**src/rtl/demux_fifo.sv**
```systemverilog
// demux_fifo: registered 1:2 demultiplexer feeding two independent FIFO lanes.
// Each lane has its own show-ahead head word, valid/pop handshake, full flag and
// occupancy count. The err flag is sticky and records every dropped push and
// every pop of an empty lane.
module demux_fifo #(
  parameter  int unsigned BW    = 2,
  parameter  int unsigned DEPTH = 4,
  localparam int unsigned CW    = $clog2(DEPTH) + 1
) (
  input  logic          clk,
  input  logic          reset_L,
  input  logic          valid_in,
  input  logic          selector,
  input  logic [BW-1:0] data_in,
  input  logic          pop0,
  input  logic          pop1,
  output logic [BW-1:0] data_out0,
  output logic [BW-1:0] data_out1,
  output logic          valid_out0,
  output logic          valid_out1,
  output logic          full0,
  output logic          full1,
  output logic [CW-1:0] count0,
  output logic [CW-1:0] count1,
  output logic          err
);

  localparam int unsigned PW = $clog2(DEPTH);
  localparam int unsigned NL = 2;

  // Per-lane storage and bookkeeping, indexed by lane number.
  logic [BW-1:0] mem    [NL][DEPTH];
  logic [PW-1:0] wr_ptr [NL];
  logic [PW-1:0] rd_ptr [NL];
  logic [CW-1:0] cnt    [NL];
  logic          err_q;

  logic [NL-1:0] push_req;
  logic [NL-1:0] push_ok;
  logic [NL-1:0] pop_req;
  logic [NL-1:0] pop_ok;
  logic [NL-1:0] lane_valid;
  logic [NL-1:0] lane_full;
  logic          drop;
  logic          underflow;

  // Lane status flags derived from the registered occupancy counts.
  always_comb begin
    lane_valid = '0;
    lane_full  = '0;
    for (int l = 0; l < NL; l++) begin
      lane_valid[l] = (cnt[l] != '0);
      lane_full[l]  = (cnt[l] == CW'(DEPTH));
    end
  end

  // Steer the incoming push and qualify pushes/pops against the pre-edge state.
  always_comb begin
    push_req    = '0;
    pop_req     = '0;
    push_req[0] = valid_in & ~selector;
    push_req[1] = valid_in &  selector;
    pop_req[0]  = pop0;
    pop_req[1]  = pop1;
    // A push into a full lane is dropped even if that lane pops on the same edge.
    push_ok     = push_req & ~lane_full;
    pop_ok      = pop_req  &  lane_valid;
    drop        = |(push_req & lane_full);
    underflow   = |(pop_req & ~lane_valid);
  end

  // Storage writes; storage is cleared on reset so the head reads 0 afterwards.
  always_ff @(posedge clk or negedge reset_L) begin
    if (!reset_L) begin
      for (int l = 0; l < NL; l++) begin
        for (int e = 0; e < DEPTH; e++) begin
          mem[l][e] <= '0;
        end
      end
    end else begin
      for (int l = 0; l < NL; l++) begin
        if (push_ok[l]) begin
          mem[l][wr_ptr[l]] <= data_in;
        end
      end
    end
  end

  // Pointers wrap naturally because DEPTH is a power of two.
  always_ff @(posedge clk or negedge reset_L) begin
    if (!reset_L) begin
      for (int l = 0; l < NL; l++) begin
        wr_ptr[l] <= '0;
        rd_ptr[l] <= '0;
      end
    end else begin
      for (int l = 0; l < NL; l++) begin
        if (push_ok[l]) begin
          wr_ptr[l] <= wr_ptr[l] + PW'(1);
        end
        if (pop_ok[l]) begin
          rd_ptr[l] <= rd_ptr[l] + PW'(1);
        end
      end
    end
  end

  // Occupancy counts: a push and a pop on the same edge cancel out.
  always_ff @(posedge clk or negedge reset_L) begin
    if (!reset_L) begin
      for (int l = 0; l < NL; l++) begin
        cnt[l] <= '0;
      end
    end else begin
      for (int l = 0; l < NL; l++) begin
        if (push_ok[l] && !pop_ok[l]) begin
          cnt[l] <= cnt[l] + CW'(1);
        end else if (!push_ok[l] && pop_ok[l]) begin
          cnt[l] <= cnt[l] - CW'(1);
        end
      end
    end
  end

  // Sticky protocol error, cleared only by reset.
  always_ff @(posedge clk or negedge reset_L) begin
    if (!reset_L) begin
      err_q <= 1'b0;
    end else if (drop || underflow) begin
      err_q <= 1'b1;
    end
  end

  // Show-ahead head words and status outputs, straight from registered state.
  always_comb begin
    data_out0  = lane_valid[0] ? mem[0][rd_ptr[0]] : '0;
    data_out1  = lane_valid[1] ? mem[1][rd_ptr[1]] : '0;
    valid_out0 = lane_valid[0];
    valid_out1 = lane_valid[1];
    full0      = lane_full[0];
    full1      = lane_full[1];
    count0     = cnt[0];
    count1     = cnt[1];
    err        = err_q;
  end

endmodule

```
**config.mk**
```make
export PLATFORM = sky130hd
export DESIGN_NAME = demux_fifo
export DESIGN_NICKNAME = d
export VERILOG_FILES = /design/src/rtl/demux_fifo.sv
export SDC_FILE = /design/constraint.sdc
export NUM_CORES = 1
export LEC_CHECK = 0
export CAP_MARGIN = 30
export CORE_MARGIN = 4
export CORE_UTILIZATION = 40
export CTS_BUF_LIST = sky130_fd_sc_hd__clkbuf_2 sky130_fd_sc_hd__clkbuf_4 sky130_fd_sc_hd__clkbuf_8
export CTS_CLUSTER_DIAMETER = 40
export DETAILED_ROUTE_END_ITERATION = 16
export SLEW_MARGIN = 20
export SYNTH_ARGS = -nofsm -noshare
export SYNTH_HDL_FRONTEND = slang
export SYNTH_SLANG_ARGS = --single-unit
```
**constraint.sdc**
```tcl
create_clock -name clk -period 6.61 [get_ports clk]
set_input_delay 0.9915 -clock clk [delete_from_list [all_inputs] [get_ports clk]]
set_output_delay 0.9915 -clock clk [all_outputs]
set_load 0.03 [all_outputs]
```
==> results.py <==
metrics = {
    "place": {
        "pre_cts_ws_ns": 3.42,
        "postPlaceCellArea_um2": 1890,
        "dp_hpwl_um": 2170,
        "dp_cells": 187,
        "io_buffers": 22,
        "routabilityCongestion": 0.782,
    },
    "global_route": {
        "grtUsageTotal": 0.137,
        "grt-ovfl-total": 0,
        "grt_pass1_vias": 1100,
        "grt_max_degree": 32,
        "antenna_found_initial": 0,
        "grt_pass1_wl_um": 5380,
    },
    "power": {
        "peakVddDrop_mv": 0.179,
        "seqPwrFrac": 0.362,
        "combPwrFrac": 0.497,
        "internal_power_mw": 0.637,
        "swShare": 0.389,
        "power_mw": 1.04,
        "leakage_nw": 0.838,
        "p_per_area_nw_per_um2": 527,
        "clkPwrFrac": 0.140,
        "netSwitchingPower_mw": 0.406,
    },
    "logic_synthesis": {
        "synth_area_um2": 1610,
        "ys_seq_area_frac": 0.483,
        "synthFlopType": "dfrtp_1",
        "yosysTopAreaCell": "dfrtp_1",
        "netlist.area_leader.share": 0.483,
        "ys_ff_latch": 31,
        "synth_area_leaders": "dfrtp_1 48%, mux2_2 14%, ha_1 7.8%",
        "netlist_top_cells_count": "31 x dfrtp_1, 20 x mux2_2, 10 x ha_1",
        "synth_nets": 137,
        "ys_types": 24,
        "yosysWarningCount": 0,
        "synth_edf_count": 0,
        "synth_most_common_cell": "dfrtp_1",
        "post_synth.cell_area_avg_um2": 13.7,
        "syn_inst": 117,
        "async_flop_share": 1.00,
    },
    "cells_and_area": {
        "stdcell_count": 195,
        "fin_nets": 166,
        "drive_gt1_frac": 0.279,
        "final_cell_area_um2": 1980,
        "syn2layout_area_growth_pct": 23.2,
        "diodes": 0,
        "fillCellCount": 324,
        "fin_util": 0.525,
    },
    "timing": {
        "finalCritPeriodShare": 0.465,
        "setup-tns-final_ns": 0,
        "setup_slack_ns": 3.53,
        "slew_headroom": 0.701,
        "drv_slew": 0,
        "finalHoldViolCount": 0,
        "fmax_mhz": 325,
        "setup_violations": 0,
        "grt_setup_unrepaired": "no",
        "worst-slew-pin-transition_ns": 0.446,
        "whs_ns": 0.510,
        "finalCriticalPeriod_ns": 3.08,
        "clock-skew-final_ns": 0.00873,
    },
    "clock_network": {
        "clk_latency_ns": 0.29,
        "post-cts-setup-buffers": 0,
        "cts_resized": 0,
        "clk_pin_slew_worst_paths_ns": 0.07,
        "numClockSinks": 31,
        "hold_buffers": 0,
        "cts_root_buf": "clkbuf_8",
        "cts_buffer_depth": 2,
        "numCtsBuffers": 5,
        "cts_tree": "done",
        "htreeDepth": 2,
    },
    "setup_path": {
        "path_class": "reg2out",
        "startpoint_type": "register",
        "path_cells": "or3_2, and2_1, clkdlybuf4s50_1",
        "cp_slowest_cell": "clkdlybuf4s50_1",
        "cp.required_ns": 5.62,
        "crit_fanout": 6,
        "end_kind": "output port",
        "crit_arrival_ns": 2.08,
        "crit_path_max_incr_delay_ns": 0.59,
    },
    "min_path": {
        "hp-class": "reg2reg",
    },
    "die": {
        "fp.coreArea_um2": 3770,
        "pin_count": 23,
        "num_rows": 22,
        "fp.dieW_um": 71.4,
        "die_area_um2": 5090,
        "start_util": 0.426,
        "die_h_um": 71.4,
    },
    "route": {
        "dr.pass1.iters": 4,
        "ant_nets": 0,
        "totalWireLength_um": 2920,
        "drc": 0,
        "vias_per_cell": 4.99,
        "via_count": 974,
        "route.detailed.wl_per_inst_um": 14.9,
        "initialDrtViolationCount": 48,
    },
    "flow_run": {
        "cap_violations": 0,
    },
    "run_status": {
        "status": "complete, no violations",
    },
}
==> state kept, by name, summed over array words and instances (netlist names) <==
register,flops
mem,16
rd_ptr,4
wr_ptr,4
count0,3
count1,3
err,1
==> layout make-up <==
cell class                 instances  area, um2  area share
multi-input combinational         78        801       0.405
sequential                        31        776       0.392
timing repair buffer              23        228       0.115
clock buffer                       5       68.8      0.0348
tap                               48       60.1      0.0303
inverter                           7       26.3      0.0133
clock inverter                     3       20.0      0.0101
==> logic make-up (layout without fill, tap and decap cells) <==
family | count (synthesis) | after routing | synth area share
mux | 25 | 25 | 0.202
flops | 31 | 31 | 0.483
xor+xnor | 12 | 12 | 0.0654
buf+inv | 8 | 38 | 0.0187
compound gates | 2 | 2 | 0.00856
simple gates | 27 | 27 | 0.119
fa+ha+maj | 12 | 12 | 0.103
==> cell usage in the layout (no fill, tap or decap) <==
master,instances
and2b_2,1
clkbuf_8,5
inv_1,7
nor3b_4,1
nor2_1,3
nand2_1,3
dfrtp_1,31
nor3_1,1
ha_1,10
nor3b_2,1
nor3b_1,4
fa_1,2
mux2i_1,1
clkinv_2,1
nand3_1,3
and2_1,4
buf_4,1
a21oi_1,1
clkinvlp_4,2
mux4_2,4
mux2_2,20
xnor2_1,8
clkdlybuf4s50_1,22
xor2_1,4
or3_2,1
o311ai_0,1
and3b_2,4
nor2b_1,1
==> metal layers <==
layer / vias up / part of all wire / GRT usage
met4: 0 / 0.018 / 0.0564
li1: 456 / - / -
met2: 19 / 0.49 / 0.210
met1: 493 / 0.44 / 0.176
met5: - / 0 / 0
met3: 6 / 0.049 / 0.0491
==> final timing paths <==
path	from	end	slack [ns]	cells after the start
worst min-delay path	mem[0]$_DFFE_PN0P_	mem[0]$_DFFE_PN0P_	0.51	1
max in group asynchronous	reset_L	rd_ptr[3]$_DFFE_PN0P_	5.22	2
min in group asynchronous	reset_L	mem[6]$_DFFE_PN0P_	1.10	2
worst max register to register	count0[0]$_DFFE_PN0P_	count0[2]$_DFFE_PN0P_	4.29	8
worst min register to register	mem[0]$_DFFE_PN0P_	mem[0]$_DFFE_PN0P_	0.51	1
worst max-delay path	count0[0]$_DFFE_PN0P_	data_out0[1]	3.53	3
==> worst max-delay path, delay by kind of cell, from the launching register on <==
family,cells,cell delay (ns)
buffers and inverters,1,0.59
and+or+nand+nor,2,0.73
DFF,1,0.48
==> power by group through the flow <==
| stage | Sequential, mW | Clock [mW] | Combinational [mW] |
|---|---|---|---|
| finish | 0.378 | 0.146 | 0.518 |
| global route | 0.396 | 0.161 | 0.569 |
| CTS | 0.379 | 0.152 | 0.527 |
| detailed placement | 0.382 | 0 | 0.523 |
| global placement | 0.378 | 0 | 0.512 |
| floorplan | 0.396 | 0 | 0.330 |
(Power assumes the default switching activity.)
